File: config.mk
export PLATFORM = sky130hd
export DESIGN_NAME = tmp3_bcd_formatter
export DESIGN_NICKNAME = d
export VERILOG_FILES = /design/src/rtl/tmp3_bcd_pkg.sv /design/src/rtl/tmp3_bcd_formatter_bcd_shift_add.sv /design/src/rtl/tmp3_bcd_formatter.sv
export SDC_FILE = /design/constraint.sdc
export NUM_CORES = 1
export LEC_CHECK = 0
export ABC_AREA = 1
export CAP_MARGIN = 20
export CELL_PAD_IN_SITES_DETAIL_PLACEMENT = 0
export CELL_PAD_IN_SITES_GLOBAL_PLACEMENT = 1
export CORE_ASPECT_RATIO = 1.5
export CORE_MARGIN = 5
export CORE_UTILIZATION = 44
export CTS_CLUSTER_DIAMETER = 150
export DETAILED_ROUTE_END_ITERATION = 10
export PLACE_DENSITY = 0.8
export SETUP_SLACK_MARGIN = 0.15
export SLEW_MARGIN = 15
export SYNTH_ARGS = -nofsm -noshare
export SYNTH_HDL_FRONTEND = slang
export SYNTH_SLANG_ARGS = --single-unit
File: constraint.sdc
create_clock -name clk -period 4.6 [get_ports clk]
set_input_delay 0.69 -clock clk [delete_from_list [all_inputs] [get_ports clk]]
set_output_delay 0.69 -clock clk [all_outputs]
set_load 0.05 [all_outputs]
File: src/rtl/tmp3_bcd_pkg.sv
// Shared types and constants for the TMP3 temperature-to-BCD formatter.
package tmp3_bcd_pkg;

  typedef enum logic [1:0] {
    IDLE      = 2'd0,
    CONV_INT  = 2'd1,
    CONV_FRAC = 2'd2,
    DONE      = 2'd3
  } state_t;

  localparam int TEMP_W     = 12;
  localparam int INT_W      = 8;
  localparam int FRAC_W     = 14;
  localparam int DIGIT_W    = 4;
  localparam int FRAC_SCALE = 625;
  localparam int ACC_DIGITS = 4;
  localparam int CNT_W      = 4;

endpackage

File: src/rtl/tmp3_bcd_formatter_bcd_shift_add.sv
// Iterative double-dabble engine: loads on start, shifts nshift times MSB first,
// done is high while the shift counter is exhausted.
module bcd_shift_add #(
  parameter int IN_W   = 14,
  parameter int DIGITS = 4,
  parameter int CNT_W  = 4
) (
  input  logic                  clk,
  input  logic                  rst,
  input  logic                  start,
  input  logic [IN_W-1:0]       operand,
  input  logic [CNT_W-1:0]      nshift,
  output logic                  done,
  output logic [4*DIGITS-1:0]   bcd
);

  logic [IN_W-1:0]     sh;
  logic [CNT_W-1:0]    cnt;
  logic [4*DIGITS-1:0] adj;

  function automatic logic [4*DIGITS-1:0] add3(input logic [4*DIGITS-1:0] v);
    logic [4*DIGITS-1:0] r;
    r = v;
    for (int i = 0; i < DIGITS; i++) begin
      if (v[4*i +: 4] >= 4'd5) r[4*i +: 4] = v[4*i +: 4] + 4'd3;
    end
    return r;
  endfunction

  assign adj  = add3(bcd);
  assign done = (cnt == '0);

  always_ff @(posedge clk or negedge rst) begin
    if (!rst) begin
      cnt <= '0;
    end else if (start) begin
      cnt <= nshift;
    end else if (cnt != '0) begin
      cnt <= cnt - 1'b1;
    end
  end

  // Narrow operands are left-aligned by the caller so the MSB leads the shift.
  always_ff @(posedge clk) begin
    if (start) begin
      sh  <= operand;
      bcd <= '0;
    end else if (cnt != '0) begin
      bcd <= {adj[4*DIGITS-2:0], sh[IN_W-1]};
      sh  <= {sh[IN_W-2:0], 1'b0};
    end
  end

endmodule

File: src/rtl/tmp3_bcd_formatter.sv
// Converts TMP3 12-bit two's-complement temperature into sign + BCD integer/fraction.
// Optional running min/max tracking is enabled with the TMP3_BCD_MINMAX_EN macro.
module tmp3_bcd_formatter
  import tmp3_bcd_pkg::*;
#(
  parameter int FRAC_DIGITS = 4
) (
  input  logic                     clk,
  input  logic                     rst,
  input  logic                     valid_i,
  input  logic [TEMP_W-1:0]        temperature_i,
  output logic                     busy_o,
  output logic                     valid_o,
  output logic                     sign_o,
  output logic [11:0]              int_bcd_o,
  output logic [4*FRAC_DIGITS-1:0] frac_bcd_o,
  output logic                     overrun_o,
  input  logic                     clear_overrun
`ifdef TMP3_BCD_MINMAX_EN
  ,
  input  logic                     clear_minmax,
  output logic [TEMP_W-1:0]        min_o,
  output logic [TEMP_W-1:0]        max_o
`endif
);

  state_t                     state, state_nx;
  logic                       valid_d, new_smp, capture;
  logic                       pend_full;
  logic [TEMP_W-1:0]          pend_temp, cap_temp, mag;
  logic [INT_W-1:0]           cap_int;
  logic [FRAC_W-1:0]          cap_frac, frac_lat;
  logic                       sign_lat;
  logic [11:0]                int_res;
  logic                       eng_start, eng_done;
  logic [FRAC_W-1:0]          eng_op;
  logic [CNT_W-1:0]           eng_n;
  logic [DIGIT_W*ACC_DIGITS-1:0] eng_bcd;

  assign new_smp  = valid_i & ~valid_d;
  assign capture  = (state == IDLE) && (new_smp || pend_full);
  assign cap_temp = new_smp ? temperature_i : pend_temp;
  assign mag      = cap_temp[TEMP_W-1] ? (~cap_temp + 12'd1) : cap_temp;
  assign cap_int  = mag[TEMP_W-1:4];
  assign cap_frac = FRAC_W'(mag[3:0]) * FRAC_W'(FRAC_SCALE);
  assign busy_o   = (state == CONV_INT) || (state == CONV_FRAC);

  always_comb begin
    state_nx  = state;
    eng_start = 1'b0;
    eng_op    = '0;
    eng_n     = '0;
    case (state)
      IDLE: begin
        if (capture) begin
          state_nx  = CONV_INT;
          eng_start = 1'b1;
          eng_op    = {cap_int, {(FRAC_W-INT_W){1'b0}}};
          eng_n     = CNT_W'(INT_W);
        end
      end
      CONV_INT: begin
        if (eng_done) begin
          state_nx  = CONV_FRAC;
          eng_start = 1'b1;
          eng_op    = frac_lat;
          eng_n     = CNT_W'(FRAC_W);
        end
      end
      CONV_FRAC: begin
        if (eng_done) state_nx = DONE;
      end
      DONE:    state_nx = IDLE;
      default: state_nx = IDLE;
    endcase
  end

  bcd_shift_add #(
    .IN_W  (FRAC_W),
    .DIGITS(ACC_DIGITS),
    .CNT_W (CNT_W)
  ) u_eng (
    .clk    (clk),
    .rst    (rst),
    .start  (eng_start),
    .operand(eng_op),
    .nshift (eng_n),
    .done   (eng_done),
    .bcd    (eng_bcd)
  );

  always_ff @(posedge clk) begin
    if (capture) begin
      sign_lat <= cap_temp[TEMP_W-1];
      frac_lat <= cap_frac;
    end
    if (state == CONV_INT && eng_done) int_res <= eng_bcd[11:0];
    if (new_smp && state != IDLE) pend_temp <= temperature_i;
  end

  // Results land on the edge entering DONE so valid_o is high during DONE.
  always_ff @(posedge clk or negedge rst) begin
    if (!rst) begin
      state      <= IDLE;
      valid_d    <= 1'b0;
      pend_full  <= 1'b0;
      overrun_o  <= 1'b0;
      valid_o    <= 1'b0;
      sign_o     <= 1'b0;
      int_bcd_o  <= '0;
      frac_bcd_o <= '0;
    end else begin
      state   <= state_nx;
      valid_d <= valid_i;
      valid_o <= 1'b0;
      if (state == CONV_FRAC && eng_done) begin
        valid_o    <= 1'b1;
        sign_o     <= sign_lat;
        int_bcd_o  <= int_res;
        frac_bcd_o <= eng_bcd[DIGIT_W*ACC_DIGITS-1 -: 4*FRAC_DIGITS];
      end
      if (new_smp && state != IDLE) pend_full <= 1'b1;
      else if (capture)             pend_full <= 1'b0;
      if (new_smp && state != IDLE && pend_full) overrun_o <= 1'b1;
      else if (clear_overrun)                    overrun_o <= 1'b0;
    end
  end

`ifdef TMP3_BCD_MINMAX_EN
  logic mm_loaded;

  always_ff @(posedge clk or negedge rst) begin
    if (!rst) begin
      mm_loaded <= 1'b0;
      min_o     <= '0;
      max_o     <= '0;
    end else if (capture) begin
      mm_loaded <= 1'b1;
      if (!mm_loaded || clear_minmax) begin
        min_o <= cap_temp;
        max_o <= cap_temp;
      end else begin
        if ($signed(cap_temp) < $signed(min_o)) min_o <= cap_temp;
        if ($signed(cap_temp) > $signed(max_o)) max_o <= cap_temp;
      end
    end else if (clear_minmax) begin
      mm_loaded <= 1'b0;
    end
  end
`endif

endmodule
==> results.json <==
{
  "yosysSeqAreaShare_pct": 55.2,
  "post_cts.resized_instances": 0,
  "crit_fanout": 19,
  "postPlaceCellArea_um2": 5770,
  "post_synth_main_area_contributors": "edfxtp_1, dfrtp_1, nand2_1",
  "path_clk_slew_ns": 0.07,
  "count_of_distinct_cell_types_in_the_synthesized_netlist": 36,
  "num_io_pins": 48,
  "layout.cells.most_common": "nand2_1",
  "synth_largest_type_area_fraction_pct": 30.2,
  "endpoint_class_of_the_critical_path": "flip-flop",
  "final_period_minus_worst_setup_slack_ns": 4.13,
  "detail_route.iter0.violations": 85,
  "critical_path_depth": 17,
  "synth_area_um2": 5180,
  "maxClockFrequency_mhz": 242,
  "synth.yosys.warnings": 0,
  "layout_common_cells": "nand2_1, inv_1, edfxtp_1, clkdlybuf4s50_1, nand3_1",
  "post_cts_buffers": 0,
  "starting_density_of_the_core_pct": 44.9,
  "gr-usage-all-layers_pct": 15.2,
  "rows": 48,
  "max-clock-path-buffers": 2,
  "avgRoutedWirePerCell_um": 13.4,
  "worst_clock_skew_ns": 0.00767,
  "clkLatencyLatePin_ns": 0.34,
  "whs_path_depth": 2,
  "synthDominantAreaCellType": "edfxtp_1",
  "hold_buf_cts": 0,
  "post_synth_inst_count": 551,
  "worst_ir_drop_vdd_v": 0.000217,
  "root_buffer_selected_by_cts": "clkbuf_16",
  "grt.overflow.total": 0,
  "cts_num_sinks": 107,
  "ctsHtreeMaxLevel": 3,
  "worstSetupStartpointType": "primary input",
  "final_instance_area_um2": 6030,
  "grt_first_pass_wirelength_mm": 17.1,
  "clock_tree_from_tritoncts": "yes",
  "run_status": "finished clean",
  "count_of_endpoints_failing_hold_in_the_final_timing_report": 0,
  "kind_of_cell_with_the_highest_combined_delay_on_the_critical_path": "adder cells",
  "hp-class": "flip-flop to flip-flop",
  "critical_path_class": "primary input to flip-flop",
  "finalWirelength_mm": 10.1,
  "r2r.worst_path.cells": 17,
  "p_leak_nw": 2.80,
  "fin_tns_setup_ns": 0,
  "path_cells": "clkdlybuf4s50_1, nand2_8, nand2_2, nand2_4, nor2_8, nor2_4, a22oi_2, inv_1, ha_1, ha_1, ha_1, fa_1, nand3_1, nand3_1, a21o_1, nand3_1, xor2_1",
  "dr.pass1.iters": 4,
  "core-area_um2": 11500,
  "worst-endpoint-arrival_ns": 4.22,
  "antenna-diode-count": 0,
  "die_area_um2": 14100,
  "dp_hpwl_mm": 7.39,
  "avgSynthCellArea_um2": 9.40,
  "timing.critical_path.required_ns": 4.69,
  "report.final.slew_viol_count": 0,
  "drtAntennaViolNets": 0,
  "critical_path.n_buffers_inverters": 2,
  "areaGrowthSynthToFinish_pct": 16.5,
  "via_count_of_the_first_global_routing_pass": 3631,
  "maximum_number_of_pins_on_one_net_before_global_route_repair": 40,
  "rsz0062_at_grt": "no",
  "relSlewSlack_pct": 28.8,
  "io_buffer_count": 47,
  "globalplace.congestion": 0.928,
  "layout-drive-gt1-share_pct": 6.98,
  "final-setup-viol-count": 0,
  "slowest_stage": "clkdlybuf4s50_1",
  "synth_seq_cells": 107,
  "crit_path_largest_cell_delay_ns": 0.78,
  "finalCritPeriodShare_pct": 89.8,
  "dieHeight_um": 143,
  "die_w_um": 98.6,
  "numCtsBuffers": 9,
  "viasPerCell": 4.87,
  "nNetsFinal": 639,
  "drc_errors": 0,
  "power_density_nw_per_um2": 704,
  "via_count_of_the_routed_design": 3660,
  "drv.max_cap_violation_count": 0,
  "worstMarginPinSlew_ns": 1.06,
  "antenna_violations_before_repair": 0,
  "synth.net_count": 593
}
==> final cells by class <==
cell class,instances,area (um2)
Fill cell,1102,5500
Sequential cell,107,2860
Multi-Input combinational cell,353,1950
Timing Repair Buffer,50,488
Inverter,76,288
Clock buffer,12,236
Tap cell,150,188
Clock inverter,4,25.0
==> state kept, by name, summed over array words and instances (netlist names) <==
register and cells:
pend_full 1, u_eng.bcd 16, u_eng.sh 14, int_bcd_o 12
state 2, sign_o 1, valid_d 1, overrun_o 1
int_res 12, sign_lat 1, pend_temp 12, valid_o 1
frac_lat 13, frac_bcd_o 16, u_eng.cnt 4
==> worst min-delay path, cell delays in order, from the launching register on <==
cell and delay [ns]:
edfxtp_1 0.32, nand2_1 0.05, nand2_1 0.04
==> through the flow <==
step / utilization (%) / cells / power (mW) / hold WS (ns) / setup WS, ns
floorplan: - / 551 / 3.02 / 0.394 / 1.09
global placement: 50.1 / 736 / 3.53 / 0.423 / 0.211
detailed placement: 50.1 / 736 / 3.60 / 0.430 / 0.0849
CTS: 52.3 / 752 / 4.30 / 0.448 / 0.452
global route: 52.3 / 752 / 4.57 / 0.466 / 0.207
finish: 52.3 / 752 / 4.25 / 0.442 / 0.468
==> per-layer routing <==
metal	vias to the layer above	global-route usage (%)	share of wire (%)
li1	1889	-	-
met3	15	2.54	3.5
met2	58	27.6	52
met5	-	0	0
met1	1698	17.1	41
met4	0	7.19	2.8
==> path summary, 6_finish.rpt <==
path	from	to	slack (ns)
max	valid_i	frac_lat[12]	0.47
min in group asynchronous	rst	state[1]	0.47
min reg2reg	int_res[4]	int_bcd_o[4]	0.44
max in group asynchronous	rst	u_eng.cnt[0]	3.59
max reg2reg	valid_d	frac_lat[12]	1.09
min	int_res[4]	int_bcd_o[4]	0.44
==> where the power goes <==
part | internal, mW | leakage (nW) | switching, mW
Combinational | 0.677 | 1.55 | 1.27
Clock | 0.369 | 0.131 | 0.334
Sequential | 1.42 | 1.12 | 0.179
Total | 2.46 | 2.80 | 1.79
==> cells in the mapped netlist (all sizes together) <==
master  count
a21o        1
a21oi      28
a22o        9
a22oi       1
buf         8
clkbuf      7
clkinv      1
dfrtp      39
dfxtp      16
edfxtp     52
fa          3
ha         23
inv        75
nand2     158
nand3      42
nor2       25
nor3        2
o211ai      4
o21ai      38
o21bai      1
o311ai      1
o31ai       1
or2         4
xnor2       2
xor2       10
==> cell families after synthesis <==
kind of cell | synth area share [%]
DFF | 55.2
adders and majority gates | 6.72
AOI/OAI and AO/OA | 9.54
buffers and inverters | 7.13
and+or+nand+nor | 19.4
xor gates and xnor gates | 2.03
No activity file was read; power rests on OpenSTA's default activity.
